<file path="src/rtl/pio_capture_pkg.sv">
// Shared constants for the input-capture PIO: register word addresses and edge-select codes.
package pio_capture_pkg;

  localparam logic [1:0] ADDR_DATA    = 2'd0;
  localparam logic [1:0] ADDR_IRQMASK = 2'd1;
  localparam logic [1:0] ADDR_EDGE    = 2'd2;
  localparam logic [1:0] ADDR_RAW     = 2'd3;

  localparam int unsigned EDGE_RISE = 0;
  localparam int unsigned EDGE_FALL = 1;
  localparam int unsigned EDGE_ANY  = 2;

endpackage

</file>
<file path="src/rtl/pio_input_capture_debounce_bit.sv">
// One input bit: 2-flop synchroniser followed by a stable-count debouncer.
module debounce_bit #(
  parameter int unsigned DEBOUNCE_CYCLES = 500000
) (
  input  logic clk,
  input  logic reset_n,
  input  logic raw,
  output logic sync,
  output logic stable
);

  localparam int unsigned CntW = $clog2(DEBOUNCE_CYCLES + 1);
  localparam logic [CntW-1:0] CntMax = CntW'(DEBOUNCE_CYCLES - 1);

  logic meta_q;
  logic sync_q;
  logic stable_q, stable_d;
  logic [CntW-1:0] cnt_q, cnt_d;

  always_ff @(posedge clk or negedge reset_n) begin
    if (!reset_n) begin
      meta_q   <= 1'b0;
      sync_q   <= 1'b0;
      stable_q <= 1'b0;
      cnt_q    <= '0;
    end else begin
      meta_q   <= raw;
      sync_q   <= meta_q;
      stable_q <= stable_d;
      cnt_q    <= cnt_d;
    end
  end

  // Any sample that agrees with the accepted state restarts the count, so short glitches die here.
  always_comb begin
    cnt_d    = cnt_q;
    stable_d = stable_q;
    if (sync_q == stable_q) begin
      cnt_d = '0;
    end else if (cnt_q == CntMax) begin
      stable_d = sync_q;
      cnt_d    = '0;
    end else begin
      cnt_d = cnt_q + CntW'(1);
    end
  end

  assign sync   = sync_q;
  assign stable = stable_q;

endmodule

</file>
<file path="src/rtl/pio_input_capture.sv">
// Debounced input PIO with sticky edge capture, maskable level irq and a 4-word Avalon-MM slave.
module pio_input_capture
  import pio_capture_pkg::*;
#(
  parameter int unsigned WIDTH           = 4,
  parameter int unsigned DEBOUNCE_CYCLES = 500000,
  parameter int unsigned EDGE_TYPE       = 0,
  parameter int unsigned ACTIVE_LOW      = 1
) (
  input  logic             clk,
  input  logic             reset_n,
  input  logic [WIDTH-1:0] pins_in,
  input  logic [1:0]       avs_address,
  input  logic             avs_read,
  input  logic             avs_write,
  input  logic [31:0]      avs_writedata,
  output logic [31:0]      avs_readdata,
  output logic             irq
);

  logic [WIDTH-1:0] pins_norm;
  logic [WIDTH-1:0] sync_vec;
  logic [WIDTH-1:0] stable_vec;
  logic [WIDTH-1:0] stable_dly_q;
  logic [WIDTH-1:0] rise, fall, hit;
  logic [WIDTH-1:0] edge_q, edge_d;
  logic [WIDTH-1:0] mask_q, mask_d;
  logic [WIDTH-1:0] w1c;
  logic [WIDTH-1:0] rd_sel;
  logic [31:0]      readdata_q, readdata_d;
  logic             irq_q, irq_d;
  logic             unused_wdata;

  assign pins_norm = (ACTIVE_LOW != 0) ? ~pins_in : pins_in;

  for (genvar i = 0; i < WIDTH; i++) begin : g_db
    debounce_bit #(
      .DEBOUNCE_CYCLES(DEBOUNCE_CYCLES)
    ) u_debounce_bit (
      .clk    (clk),
      .reset_n(reset_n),
      .raw    (pins_norm[i]),
      .sync   (sync_vec[i]),
      .stable (stable_vec[i])
    );
  end

  assign rise = stable_vec & ~stable_dly_q;
  assign fall = ~stable_vec & stable_dly_q;

  always_comb begin
    hit = rise;
    case (EDGE_TYPE)
      EDGE_RISE: hit = rise;
      EDGE_FALL: hit = fall;
      EDGE_ANY:  hit = rise | fall;
      default:   hit = rise;
    endcase
  end

  // A fresh edge overrides a same-cycle W1C so an event is never lost.
  always_comb begin
    w1c    = '0;
    mask_d = mask_q;
    if (avs_write && avs_address == ADDR_EDGE) begin
      w1c = avs_writedata[WIDTH-1:0];
    end
    if (avs_write && avs_address == ADDR_IRQMASK) begin
      mask_d = avs_writedata[WIDTH-1:0];
    end
    edge_d = (edge_q & ~w1c) | hit;
    irq_d  = |(edge_q & mask_q);
  end

  always_comb begin
    rd_sel = '0;
    unique case (avs_address)
      ADDR_DATA:    rd_sel = stable_vec;
      ADDR_IRQMASK: rd_sel = mask_q;
      ADDR_EDGE:    rd_sel = edge_q;
      ADDR_RAW:     rd_sel = sync_vec;
      default:      rd_sel = '0;
    endcase
    readdata_d = avs_read ? 32'(rd_sel) : readdata_q;
  end

  always_ff @(posedge clk or negedge reset_n) begin
    if (!reset_n) begin
      stable_dly_q <= '0;
      edge_q       <= '0;
      mask_q       <= '0;
      readdata_q   <= '0;
      irq_q        <= 1'b0;
    end else begin
      stable_dly_q <= stable_vec;
      edge_q       <= edge_d;
      mask_q       <= mask_d;
      readdata_q   <= readdata_d;
      irq_q        <= irq_d;
    end
  end

  assign unused_wdata = ^avs_writedata;
  assign avs_readdata = readdata_q;
  assign irq          = irq_q;

endmodule

</file>
<file path="config.mk">
export PLATFORM = sky130hd
export DESIGN_NAME = pio_input_capture
export DESIGN_NICKNAME = d
export VERILOG_FILES = /design/src/rtl/pio_capture_pkg.sv /design/src/rtl/pio_input_capture_debounce_bit.sv /design/src/rtl/pio_input_capture.sv
export SDC_FILE = /design/constraint.sdc
export NUM_CORES = 1
export LEC_CHECK = 0
export CAP_MARGIN = 25
export CORE_MARGIN = 2
export CORE_UTILIZATION = 50
export CTS_CLUSTER_SIZE = 28
export DETAILED_ROUTE_END_ITERATION = 10
export PLACE_DENSITY = 0.85
export SLEW_MARGIN = 20
export SYNTH_ARGS = -nofsm -noshare
export SYNTH_HDL_FRONTEND = slang
export SYNTH_HIERARCHICAL = 1
export SYNTH_SLANG_ARGS = --single-unit
</file>
<file path="constraint.sdc">
create_clock -name clk -period 2.05 [get_ports clk]
set_clock_uncertainty 0.1 [all_clocks]
set_input_delay 0.5125 -clock clk [delete_from_list [all_inputs] [get_ports clk]]
set_output_delay 0.5125 -clock clk [all_outputs]
set_load 0.02 [all_outputs]
</file>
==> results of run 1 <==
==> metal layers <==
metal,GRT usage,vias to the layer above,part of all wire
li1,-,1818,-
met1,0.231,1902,0.43
met2,0.313,94,0.51
met3,0.0426,24,0.040
met4,0.0640,0,0.023
met5,0,-,0
==> sequential cells by signal, indices dropped and copies added, names as in the netlist <==
name / count
g_db.u_debounce_bit/meta_q: 4
g_db.u_debounce_bit/stable: 4
stable_dly_q: 4
irq: 1
mask_q: 4
edge_q: 4
g_db.u_debounce_bit/cnt_q: 76
g_db.u_debounce_bit/sync: 4
avs_readdata: 4
==> kinds of logic (layout without fill, tap and decap cells) <==
logic type / count (synthesis) / count (layout) / share of synthesized area
AO/OA/AOI/OAI: 34 / 34 / 0.0557
XOR/XNOR: 60 / 60 / 0.0991
adder cells (fa/ha/maj): 4 / 4 / 0.00944
buffers and inverters: 65 / 97 / 0.0710
flip-flops: 105 / 105 / 0.495
multiplexers: 20 / 20 / 0.0396
other: 1 / 28 / 0.000707
AND/OR/NAND/NOR: 220 / 220 / 0.229
==> metrics by stage <==
step | TNS (ns) | setup WS (ns) | cells
final | 0 | 0.0519 | 704
after detailed placement | 0 | 0.0351 | 684
after CTS | 0 | 0.00613 | 701
after floorplan | 0 | 0.0813 | 536
after global placement | 0 | 0.100 | 684
after global routing | -0.0581 | -0.0300 | 704
==> how the worst max path moves through the flow <==
| stage | start | to | slack (ns) | cells past startpoint |
|---|---|---|---|---|
| after CTS | g_db[2].u_debounce_bit/cnt_q[1]$_DFF_PN0_ | g_db[2].u_debounce_bit/cnt_q[16]$_DFF_PN0_ | 0.006 | 5 |
| after detailed placement | g_db[0].u_debounce_bit/cnt_q[1]$_DFF_PN0_ | g_db[0].u_debounce_bit/cnt_q[18]$_DFF_PN0_ | 0.04 | 5 |
| final | avs_readdata[1]$_DFFE_PN0P_ | avs_readdata[1] | 0.05 | 1 |
| after global placement | g_db[2].u_debounce_bit/cnt_q[1]$_DFF_PN0_ | g_db[2].u_debounce_bit/cnt_q[16]$_DFF_PN0_ | 0.10 | 5 |
| after global routing | g_db[2].u_debounce_bit/cnt_q[10]$_DFF_PN0_ | g_db[2].u_debounce_bit/stable$_DFFE_PN0P_ | -0.03 | 4 |
| after floorplan | g_db[0].u_debounce_bit/cnt_q[0]$_DFF_PN0_ | g_db[0].u_debounce_bit/cnt_q[16]$_DFF_PN0_ | 0.08 | 5 |
==> what timing repair did <==
action                     4_1_cts  5_1_grt
pin swaps                        0        4
hold endpoints to repair        24        0
resized for setup                1       18
hold buffers                     1        0
buffers inserted                 0        3
setup endpoints to repair        1       46
==> final cells by class <==
class,count,area share
Tap cell,136,0.0277
Timing Repair Buffer,53,0.0767
Inverter,28,0.0171
Sequential cell,105,0.428
Clock buffer,10,0.0224
Clock inverter,6,0.0222
Multi-Input combinational cell,366,0.405
==> cell usage in the layout (no fill, tap or decap), types with 5 or more instances in the layout <==
| cell type | Yosys | routed |
|---|---|---|
| nand2_1 | 22 | 22 |
| nor4_2 | 4 | 9 |
| clkbuf_8 | 0 | 10 |
| xor2_1 | 8 | 8 |
| xnor2_1 | 52 | 52 |
| conb_1 | 1 | 28 |
| nor4_1 | 20 | 14 |
| nor2_1 | 76 | 76 |
| or3_1 | 8 | 8 |
| mux2i_1 | 12 | 12 |
| dfrtp_1 | 105 | 104 |
| a21oi_1 | 12 | 12 |
| buf_4 | 32 | 30 |
| inv_1 | 28 | 28 |
| o21ai_0 | 8 | 8 |
| nand3_1 | 28 | 28 |
| nand2b_1 | 5 | 5 |
| nand4_1 | 16 | 16 |
| nor3_1 | 16 | 16 |
| clkdlybuf4s50_1 | 0 | 17 |
| mux2_2 | 8 | 8 |
==> where the power goes <==
part	internal [mW]	switching, mW
clock	0.972	0.693
combinational	0.137	0.193
sequential	2.12	0.0545
==> impl_metrics.yaml, run 1 <==
pwr:
  p_leak_nw: 2.56
  power_density_nw_per_um2: 680
  vdd_drop_max_uv: 410
  power_mw: 4.17
critical_path:
  path_cells: "clkdlybuf4s50_1"
  worst-setup-path-type: "register to output pin"
  cp_data_arrival_time_ns: 1.39
  required_ns: 1.44
  crit_path_max_fanout: 2
  r2r-start: "g_db[2].u_debounce_bit/cnt_q[0]$_DFF_PN0_"
  r2r_end: "g_db[2].u_debounce_bit/cnt_q[17]$_DFF_PN0_"
  max_stage_delay_ns: 0.63
  cpMaxStageDelayCell: "clkdlybuf4s50_1"
  startpoint_type: "register"
  cp_top_family: "buffers and inverters"
  crit_buf_inv: 1
  r2r_setup_slack_ns: 0.08
  critPathCaptureType: "output pin"
  r2r_cells: 5
synth:
  synth_cell_types: 33
  synth_area_leaders: "dfrtp_1 (50%), xnor2_1 (8.6%), nor2_1 (5.4%), buf_4 (4.5%), nand3_1 (2.6%)"
  synth_most_common_cell: "dfrtp_1"
  yosysWarnings: 6
  syn_inst: 509
  ys_seq_area_frac: 0.495
  yosys_most_used_dff: "dfrtp_1"
  yosys.area.top_type_share: 0.495
  synthArstFlopShare: 1.00
  synth_area_leader_cell: "dfrtp_1"
  synth_common_cells: "dfrtp_1 (105), nor2_1 (76), xnor2_1 (52), buf_4 (32)"
  ys_ff_latch: 105
  synth.cell_area_sq_um: 5300
  synth_edf_count: 0
  synth_area_per_cell_sq_um: 10.4
die:
  die_y_microns: 107
  die_w_microns: 107
  dieArea_sq_um: 11400
  io_pins: 75
  rows: 37
  design.core.area_sq_um: 10300
  initial_core_util: 0.514
run:
  drv_cap: 0
cells_and_area:
  fin_area_sq_um: 6140
  area.growth.synth_to_final_pct: 15.7
  multi_input_area_sq_um: 2490
  antenna_cells: 0
  nets: 609
  utilization: 0.594
  fillers: 796
  register_area_sq_um: 2630
  drive_gt1_frac: 0.153
timing:
  setup_viol: 0
  rsz0062_at_grt: "yes"
  drv_slew: 0
  fmax_mhz: 500
  post-route-period-util: 0.975
  hold_violations: 0
  fin_crit_ns: 2.00
  hold_slack_ns: 0.252
clock_tree:
  cts_tree: "built"
  path_clk_slew_ns: 0.08
  clk_path_buf_depth: 2
  htreeDepth: 3
  numCtsBuffers: 9
  worstSkewPairLatency_ns: 0.36
  clock-root-buffer: "clkbuf_8"
  cts.sinks: 105
placement:
  placed_area_sq_um: 5730
  io_buffers: 18
  dp_hpwl_microns: 7070
  place_congestion: 0.875
route:
  drc: 0
  wirelength_microns: 10000
  via_per_inst: 5.45
  drt-initial-drc-count: 136
  drt-pass1-iter-count: 4
  routedWlPerCell_microns: 14.3
  vias: 3838
  ant_nets: 0
global_route:
  grt_pass1_wl_microns: 16900
  antenna_found_initial: 0
  grt_pass1_vias: 3784
  grt_start_max_net_pins: 51
  grt.total_usage: 0.184
  grt_remaining_overflow: 0
min_path:
  holdPathStages: 0
  hp-start: "g_db[0].u_debounce_bit/meta_q$_DFF_PN0_"
  hp-class: "register to register"
  min_to: "g_db[0].u_debounce_bit/sync$_DFF_PN0_"
status:
  status: "completed"
(Power assumes the default switching activity.)
==> run 2: changes to the inputs <==
--- a/config.mk
+++ b/config.mk
@@ -10,6 +10,7 @@
 export CORE_UTILIZATION = 50
 export CTS_CLUSTER_SIZE = 28
 export DETAILED_ROUTE_END_ITERATION = 10
+export MAX_ROUTING_LAYER = met4
 export PLACE_DENSITY = 0.85
 export SLEW_MARGIN = 20
 export SYNTH_ARGS = -nofsm -noshare
==> impl_metrics.yaml, run 2 (same netlist as run 1, synthesis figures left out) <==
clock_tree:
  clk_path_buf_depth: 2
  worstSkewPairLatency_ns: 0.37
  cts_tree: "built"
  path_clk_slew_ns: 0.08
  clock-root-buffer: "clkbuf_8"
  numCtsBuffers: 9
  htreeDepth: 3
  cts.sinks: 105
cells_and_area:
  largest_register_ffs: 76
  register_area_sq_um: 2630
  antenna_cells: 0
  area.growth.synth_to_final_pct: 15.7
  drive_gt1_frac: 0.153
  mostFrequentLayoutCell: "dfrtp_1"
  utilization: 0.594
  final_cell_mix: "dfrtp_1 (104), nor2_1 (76), xnor2_1 (52), buf_4 (30)"
  multi_input_area_sq_um: 2490
  fillers: 796
  largest-register: "g_db.u_debounce_bit/cnt_q"
  nets: 609
route:
  ant_nets: 0
  routedWlPerCell_microns: 14.3
  vias: 3846
  via_per_inst: 5.46
  wirelength_microns: 10100
  drc: 0
  drt-pass1-iter-count: 4
  drt-initial-drc-count: 148
die:
  design.core.area_sq_um: 10300
  initial_core_util: 0.514
  dieArea_sq_um: 11400
  die_w_microns: 107
  io_pins: 75
  rows: 37
  die_y_microns: 107
critical_path:
  r2r-start: "g_db[2].u_debounce_bit/cnt_q[0]$_DFF_PN0_"
  startpoint_type: "register"
  path_cells: "clkdlybuf4s50_1"
  crit_path_max_fanout: 2
  worst-setup-path-type: "register to output pin"
  crit_buf_inv: 1
  max_stage_delay_ns: 0.63
  cpMaxStageDelayCell: "clkdlybuf4s50_1"
  cp_data_arrival_time_ns: 1.39
  cp_top_family: "buffers and inverters"
  critPathCaptureType: "output pin"
  cp-startpoint: "avs_readdata[1]$_DFFE_PN0P_"
  required_ns: 1.44
global_route:
  grt_pass1_wl_microns: 16900
  grt_pass1_vias: 3780
  grt.total_usage: 0.190
  grt_start_max_net_pins: 51
  grt_remaining_overflow: 0
  antenna_found_initial: 0
status:
  status: "completed"
pwr:
  p_leak_nw: 2.56
  power_density_nw_per_um2: 679
  power_mw: 4.17
  vdd_drop_max_uv: 410
timing:
  rsz0062_at_grt: "yes"
  fmax_mhz: 500
  fin_crit_ns: 2.00
  setup_viol: 0
  post-route-period-util: 0.976
  setup_slack_ns: 0.0501
  hold_violations: 0
  drv_slew: 0
run:
  drv_cap: 0
min_path:
  hp-start: "g_db[0].u_debounce_bit/meta_q$_DFF_PN0_"
  hp-class: "register to register"
placement:
  io_buffers: 18
  post-place-ws_ns: 0.0351
  place_congestion: 0.889
  dp_hpwl_microns: 7070
run 2: cell counts in the layout (fill, tap and decap cells not counted):
Identical to the previous run, type by type.
run 2: layer usage:
layer	part of all wire	GRT usage
met2	0.51	0.311
met3	0.040	0.0426
met4	0.024	0.0649
met1	0.42	0.234
met5	0	-
run 2: layout make-up:
| class | instances | share of cell area |
|---|---|---|
| Tap cell | 136 | 0.0277 |
| Inverter | 28 | 0.0171 |
| Clock inverter | 6 | 0.0222 |
| Multi-Input combinational cell | 366 | 0.405 |
| Clock buffer | 10 | 0.0224 |
| Sequential cell | 105 | 0.428 |
| Timing Repair Buffer | 53 | 0.0767 |
run 2: final timing paths:
path | end | slack [ns] | cells past startpoint
worst max-delay path | avs_readdata[1] | 0.05 | 1
worst min-delay path | g_db[0].u_debounce_bit/sync$_DFF_PN0_ | 0.25 | 0
worst max register to register | g_db[2].u_debounce_bit/cnt_q[17]$_DFF_PN0_ | 0.08 | 5
worst min register to register | g_db[0].u_debounce_bit/sync$_DFF_PN0_ | 0.25 | 0
max in group asynchronous | g_db[3].u_debounce_bit/cnt_q[5]$_DFF_PN0_ | 0.75 | 3
min in group asynchronous | g_db[2].u_debounce_bit/cnt_q[11]$_DFF_PN0_ | 0.49 | 2
run 2: stage by stage:
step	std cells	hold slack, ns	setup TNS (ns)	instance area, sq um
2_1_floorplan	536	0.117	0	5410
3_3_place_gp	684	0.237	0	5730
3_5_place_dp	684	0.236	0	5730
4_1_cts	701	0.256	0	6010
5_1_grt	704	0.278	-0.0580	6140
6_report	704	0.252	0	6140
run 2: power by group:
group / internal, mW / switching, mW
sequential: 2.12 / 0.0546
clock: 0.972 / 0.691
combinational: 0.137 / 0.193
total: 3.23 / 0.939
run 2: repair_timing:
action,4_1_cts,5_1_grt
resized for setup,1,18
buffers inserted,0,3
setup endpoints to repair,1,46
pin swaps,0,4
gates cloned,0,0
hold buffers,1,0
endpoints found under the hold margin,24,0
